## src/rtl/dma_device_pkg.sv

```systemverilog
// Shared types for the DMA device endpoint: FSM states and direction codes.
// Optional DMA_DEVICE_STATS_EN adds a transfer counter at the top level.
package dma_device_pkg;
  typedef enum logic [2:0] {
    IDLE,
    REQ,
    XFER,
    RECOVER,
    DONE
  } state_e;

  localparam logic DIR_DEV2MEM = 1'b0;
  localparam logic DIR_MEM2DEV = 1'b1;
endpackage

```

## src/rtl/dma_byte_fifo.sv

```systemverilog
// Show-ahead byte FIFO with occupancy count.
// The head reads as 8'h00 whenever the FIFO is empty.
module dma_byte_fifo #(
  parameter int DEPTH = 16
) (
  input  logic                     clk,
  input  logic                     reset,
  input  logic                     push_i,
  input  logic [7:0]               push_data_i,
  input  logic                     pop_i,
  output logic [7:0]               head_o,
  output logic [$clog2(DEPTH):0]   level_o,
  output logic                     full_o,
  output logic                     empty_o
);
  localparam int AW = $clog2(DEPTH);
  localparam logic [AW:0] FULL_CNT = (AW+1)'(DEPTH);

  logic [7:0]    mem [DEPTH];
  logic [AW-1:0] wr_q, wr_d, rd_q, rd_d;
  logic [AW:0]   cnt_q, cnt_d;
  logic          do_push, do_pop;

  assign full_o  = (cnt_q == FULL_CNT);
  assign empty_o = (cnt_q == '0);
  assign level_o = cnt_q;
  assign head_o  = empty_o ? 8'h00 : mem[rd_q];

  assign do_push = push_i && !full_o;
  assign do_pop  = pop_i && !empty_o;

  always_comb begin
    wr_d  = do_push ? wr_q + AW'(1) : wr_q;
    rd_d  = do_pop ? rd_q + AW'(1) : rd_q;
    cnt_d = cnt_q;
    if (do_push && !do_pop) cnt_d = cnt_q + (AW+1)'(1);
    if (do_pop && !do_push) cnt_d = cnt_q - (AW+1)'(1);
  end

  always_ff @(posedge clk or posedge reset) begin
    if (reset) begin
      wr_q  <= '0;
      rd_q  <= '0;
      cnt_q <= '0;
    end else begin
      wr_q  <= wr_d;
      rd_q  <= rd_d;
      cnt_q <= cnt_d;
    end
  end

  always_ff @(posedge clk) begin
    if (do_push) mem[wr_q] <= push_data_i;
  end
endmodule

```

## src/rtl/dma_device_endpoint.sv

```systemverilog
// Device-side DREQ/DACK/TC peer with a byte FIFO toward the peripheral core.
// Define DMA_DEVICE_STATS_EN to add the xfer_count output.
module dma_device_endpoint
  import dma_device_pkg::*;
#(
  parameter int FIFO_DEPTH = 16,
  parameter int THRESHOLD  = 1
) (
  input  logic                          clk,
  input  logic                          reset,
  input  logic                          enable,
  input  logic                          dir,
  output logic                          dma_request,
  input  logic                          dma_acknowledge,
  input  logic                          terminal_count,
  input  logic                          dma_wr_strobe,
  input  logic [7:0]                    dma_wr_data,
  input  logic                          dma_rd_strobe,
  output logic [7:0]                    dma_rd_data,
  input  logic                          dev_push,
  input  logic [7:0]                    dev_push_data,
  input  logic                          dev_pop,
  output logic [7:0]                    dev_pop_data,
  output logic                          dev_full,
  output logic                          dev_empty,
  output logic [$clog2(FIFO_DEPTH):0]   fifo_level,
  output logic                          tc_done,
  input  logic                          tc_clear,
  output logic                          overrun
`ifdef DMA_DEVICE_STATS_EN
  ,
  output logic [15:0]                   xfer_count
`endif
);
  localparam int LW = $clog2(FIFO_DEPTH) + 1;

  state_e        state_q, state_d;
  logic          dir_q, dir_d;
  logic          overrun_q, overrun_d;
  logic          eff_dir, strb, qual, in_xfer, ready;
  logic          dma_push, dma_pop, dma_fail, dev_drop;
  logic          f_push, f_pop;
  logic [7:0]    f_data, head;
  logic [LW-1:0] free;

  // Outside IDLE the direction is the one latched when the request began
  assign eff_dir  = (state_q == IDLE) ? dir : dir_q;
  assign strb     = (eff_dir == DIR_MEM2DEV) ? dma_wr_strobe : dma_rd_strobe;
  assign qual     = dma_acknowledge && strb;
  assign in_xfer  = (state_q == XFER);

  assign dma_push = qual && in_xfer && (eff_dir == DIR_MEM2DEV) && !dev_full;
  assign dma_pop  = qual && in_xfer && (eff_dir == DIR_DEV2MEM) && !dev_empty;
  assign dma_fail = qual && ((eff_dir == DIR_MEM2DEV) ? dev_full : dev_empty);
  assign dev_drop = dev_push && (dev_full || dma_push);

  assign f_push = dma_push || dev_push;
  assign f_data = dma_push ? dma_wr_data : dev_push_data;
  assign f_pop  = dma_pop || dev_pop;

  dma_byte_fifo #(.DEPTH(FIFO_DEPTH)) u_fifo (
    .clk         (clk),
    .reset       (reset),
    .push_i      (f_push),
    .push_data_i (f_data),
    .pop_i       (f_pop),
    .head_o      (head),
    .level_o     (fifo_level),
    .full_o      (dev_full),
    .empty_o     (dev_empty)
  );

  assign dma_rd_data  = head;
  assign dev_pop_data = head;

  assign free  = LW'(FIFO_DEPTH) - fifo_level;
  assign ready = (dir == DIR_MEM2DEV) ? (free >= LW'(THRESHOLD))
                                      : (fifo_level >= LW'(THRESHOLD));

  assign dma_request = (state_q == REQ) || (state_q == XFER);
  assign tc_done     = (state_q == DONE);
  assign overrun     = overrun_q;

  always_comb begin
    state_d   = state_q;
    dir_d     = dir_q;
    overrun_d = overrun_q || dma_fail || dev_drop;
    unique case (state_q)
      IDLE: begin
        if (enable && ready && !tc_done) begin
          state_d = REQ;
          dir_d   = dir;
        end
      end
      REQ: begin
        if (!enable) state_d = IDLE;
        else if (dma_acknowledge) state_d = XFER;
      end
      XFER: begin
        if (qual) state_d = terminal_count ? DONE : RECOVER;
        else if (!dma_acknowledge) state_d = REQ;
      end
      RECOVER: state_d = IDLE;
      DONE:    state_d = DONE;
      default: state_d = IDLE;
    endcase
    if (tc_clear) begin
      state_d   = IDLE;
      overrun_d = 1'b0;
    end
  end

  always_ff @(posedge clk or posedge reset) begin
    if (reset) begin
      state_q   <= IDLE;
      dir_q     <= DIR_DEV2MEM;
      overrun_q <= 1'b0;
    end else begin
      state_q   <= state_d;
      dir_q     <= dir_d;
      overrun_q <= overrun_d;
    end
  end

`ifdef DMA_DEVICE_STATS_EN
  logic [15:0] cnt_q, cnt_d;

  always_comb begin
    cnt_d = cnt_q;
    if (dma_push || dma_pop) cnt_d = cnt_q + 16'd1;
    if (tc_clear) cnt_d = '0;
  end

  always_ff @(posedge clk or posedge reset) begin
    if (reset) cnt_q <= '0;
    else       cnt_q <= cnt_d;
  end

  assign xfer_count = cnt_q;
`endif
endmodule

```

## config.mk

```make
export PLATFORM = sky130hd
export DESIGN_NAME = dma_device_endpoint
export DESIGN_NICKNAME = d
export VERILOG_FILES = /design/src/rtl/dma_device_pkg.sv /design/src/rtl/dma_byte_fifo.sv /design/src/rtl/dma_device_endpoint.sv
export SDC_FILE = /design/constraint.sdc
export NUM_CORES = 1
export LEC_CHECK = 0
export ABC_AREA = 1
export BUFFER_PORTS_ARGS = -buffer_cell sky130_fd_sc_hd__buf_4
export CAP_MARGIN = 40
export CORE_MARGIN = 4
export CORE_UTILIZATION = 25
export CTS_CLUSTER_DIAMETER = 150
export DETAILED_ROUTE_END_ITERATION = 7
export GPL_TIMING_DRIVEN = 0
export PLACE_DENSITY_LB_ADDON = 0.1
export SLEW_MARGIN = 20
export SYNTH_ARGS = -nofsm -noshare
export SYNTH_HDL_FRONTEND = slang
export SYNTH_SLANG_ARGS = --single-unit
export TNS_END_PERCENT = 50
```

## constraint.sdc

```tcl
create_clock -name clk -period 3.45 [get_ports clk]
set_input_delay 1.035 -clock clk [delete_from_list [all_inputs] [get_ports clk]]
set_output_delay 1.035 -clock clk [all_outputs]
set_load 0.03 [all_outputs]
```

==> impl_metrics.tcl <==
set metrics [dict create \
    placeableCoreArea_um2 26300 \
    vdd.ir_drop.worst_mv 0.332 \
    grt_overflow 0 \
    p_per_area_nw_per_um2 896 \
    grt_pass1_wl_um 31500 \
    critPathKind "reg -> out" \
    io-pin-count 53 \
    post-route-util 0.330 \
    cts_root_buffer "sky130_fd_sc_hd__clkbuf_16" \
    drt-vias-per-instance 4.62 \
    slew_violations 0 \
    wl_um 21300 \
    worst_path_most_repeated_cell "sky130_fd_sc_hd__buf_4" \
    drt_drc 0 \
    timing.critical_path.to_type "output port" \
    clk_pin_slew_ns 0.06 \
    cp.arrival_ns 2.34 \
    p_leak_nw 3.23 \
    slowest_delay_ns 0.41 \
    totalPowerFinal_mw 7.76 \
    track_usage 0.147 \
    timing_hold_violations_final 0 \
    dieWidth_um 172 \
    antenna_cells_inserted 0 \
    worst_slew_pin_slew_ns 0.818 \
    tritoncts "built" \
    final_net_count 719 \
    synth-seq-area-share 0.636 \
    grt_start_max_net_pins 17 \
    cts_buffers 17 \
    port_buffers 52 \
    synthesis.nets 633 \
    synth_enable_flop_cells 128 \
    synthToLayoutAreaGrowth_pct 28.5 \
    critical_path_data_required_time_ns 2.41 \
    ctsHoldBuffers 0 \
    largest_fanout_on_the_critical_path 10 \
    start_util 0.257 \
    max_slew_margin 0.455 \
    syn_inst 594 \
    gp_routability_congestion 0.772 \
    synth_area_per_cell_um2 11.4 \
    path_cells "buf_6, inv_4, buf_12, buf_8, nor2_1, o22ai_1, o211ai_1, a21oi_2, buf_4, buf_4" \
    rsz0062_at_grt "true" \
    worst_case_hold_slack_ns 0.530 \
    finalCritPeriodShare 0.980 \
    timing.final.crit_period_ns 3.38 \
    average_detailed_routed_wire_length_per_instance_um 20.7 \
    drive_above_1_share 0.297 \
    vias_in_the_first_global_route 4971 \
    setup.reg_to_reg.worst_slack_ns 0.54 \
    cell_rows 59 \
    async_reset_ff_frac 0.123 \
    fin_skew_ns 0.0147 \
    cts_sinks 146 \
    yosysWarningCount 0 \
    yosys_register_bits 146 \
    finalSetupViolations 0 \
    syn_area_um2 6750 \
    ys_types 36 \
    fp.dieH_um 172 \
    worst_path_max_delay_cell "sky130_fd_sc_hd__dfrtp_1" \
    antenna_found_initial 0 \
    drt_pass1_iterations 4 \
    status "finished, final reports clean" \
    cts_max_level 4 \
    cp-start-kind "flip-flop" \
    timing.max_cap.violations 0 \
    hpwl_um 14300 \
    final_antenna_net_count 0 \
    clockBufferDepth 2 \
    max_freq_mhz 296 \
    synth-main-ff-cell "sky130_fd_sc_hd__edfxtp_1" \
    clkLatencyLatePin_ns 0.42 \
    hold_path_class "in -> async" \
    vias 4749 \
    drt_iter0_drc 304 \
    fp.dieArea_um2 29700 \
]
-- stage by stage --
| stage | area [um^2] | setup TNS [ns] | setup slack [ns] | std cells |
|---|---|---|---|---|
| detailed placement | 7580 | -1.59 | -0.197 | 983 |
| global placement | 7560 | -1.22 | -0.187 | 981 |
| finish | 8670 | 0 | 0.0704 | 1028 |
| floorplan | 6750 | -0.103 | -0.0129 | 594 |
| global route | 8670 | -0.0364 | -0.0139 | 1028 |
| CTS | 8500 | -0.0236 | -0.0124 | 1024 |
-- flip-flops by register name, summed over array words and instances, names as in the netlist --
register / cells
u_fifo.wr_q: 4
u_fifo.mem: 128
u_fifo.level_o: 5
dir_q: 1
overrun: 1
state_q: 3
u_fifo.rd_q: 4
-- synthesized netlist by cell type (10+ instances only) --
library cell | n | area (um^2)
sky130_fd_sc_hd__o22ai_1 | 10 | 62.6
sky130_fd_sc_hd__a21oi_1 | 15 | 75.1
sky130_fd_sc_hd__clkbuf_1 | 16 | 60.1
sky130_fd_sc_hd__nor2_4 | 11 | 124
sky130_fd_sc_hd__o21ai_0 | 61 | 305
sky130_fd_sc_hd__dfrtp_1 | 18 | 450
sky130_fd_sc_hd__o211ai_1 | 12 | 90.1
sky130_fd_sc_hd__nand3_1 | 25 | 125
sky130_fd_sc_hd__nand2_1 | 69 | 259
sky130_fd_sc_hd__edfxtp_1 | 128 | 3840
sky130_fd_sc_hd__buf_4 | 13 | 97.6
sky130_fd_sc_hd__inv_1 | 43 | 161
sky130_fd_sc_hd__o221ai_1 | 20 | 175
sky130_fd_sc_hd__o21ai_1 | 12 | 60.1
sky130_fd_sc_hd__nor2_1 | 73 | 274
sky130_fd_sc_hd__ha_1 | 12 | 150
-- cell usage in the layout (no fill, tap or decap), drive strengths merged, types with 2 or more instances in the layout --
master    netlist  layout
nand3          28      28
dfrtp          18      18
clkinvlp        0       3
o21ai          81      81
xnor2           3       3
o221ai         20      20
nand2          78      78
o22ai          10      10
nor3            4       4
edfxtp        128     128
clkinv          1       5
inv            44      49
bufinv          0       2
ha             12      12
o211ai         12      12
clkbuf         16      34
nor2           92      92
a21oi          15      15
xor2            5       5
nand4           2       2
buf            21      88
-- where the power goes --
group | leakage [nW] | total, mW | switching (mW) | internal [mW]
clock network | 0.275 | 1.85 | 0.774 | 1.08
logic | 1.58 | 3.58 | 2.22 | 1.36
registers | 1.38 | 2.33 | 0.186 | 2.14
-- timing repair --
action	in CTS	in global routing
resized for setup	68	38
cloned	1	1
setup endpoints to repair	16	14
buffers inserted	11	4
pin swaps	9	17
-- path summary, 6_finish.rpt --
check | cells past startpoint | to | startpoint
worst min register to register | 1 | u_fifo.level_o[4]$_DFFE_PP0P_ | u_fifo.level_o[4]$_DFFE_PP0P_
worst max-delay path | 10 | dma_rd_data[1] | u_fifo.rd_q[0]$_DFFE_PP0P_
min in group clk | 1 | u_fifo.level_o[4]$_DFFE_PP0P_ | u_fifo.level_o[4]$_DFFE_PP0P_
max in group asynchronous | 3 | u_fifo.level_o[0]$_DFFE_PP0P_ | reset
worst min-delay path | 2 | u_fifo.wr_q[2]$_DFFE_PP0P_ | reset
worst max register to register | 14 | u_fifo.level_o[4]$_DFFE_PP0P_ | u_fifo.level_o[0]$_DFFE_PP0P_
-- kinds of logic (layout without fill, tap and decap cells) --
logic type / Yosys count / after routing / synth area share
flip-flops: 146 / 146 / 0.636
AND/OR/NAND/NOR: 206 / 206 / 0.148
AO/OA/AOI/OAI: 140 / 140 / 0.126
XOR/XNOR: 8 / 8 / 0.0104
buffers and inverters: 82 / 181 / 0.0566
adder cells (fa/ha/maj): 12 / 12 / 0.0223
-- worst max-delay path: cells and delay by family (launching register included) --
kind / cells / cell delay (ns)
buf+inv: 6 / 0.79
compound gates: 3 / 0.66
flops: 1 / 0.41
simple gates: 1 / 0.06
-- layout make-up --
class | count | area (um^2)
Timing Repair Buffer | 72 | 657
Buffer | 32 | 334
Tap cell | 335 | 419
Fill cell | 2653 | 17600
Multi-Input combinational cell | 366 | 2200
Clock inverter | 14 | 154
Sequential cell | 146 | 4300
Inverter | 45 | 175
Clock buffer | 18 | 429
-- metal layers --
layer	GRT usage	share of wire	vias to the layer above
li1	-	-	2274
met1	0.198	0.45	2337
met2	0.244	0.49	121
met3	0.0299	0.052	17
met4	0.0383	0.012	0
met5	0	0	-
No activity file was read; power rests on OpenSTA's default activity.
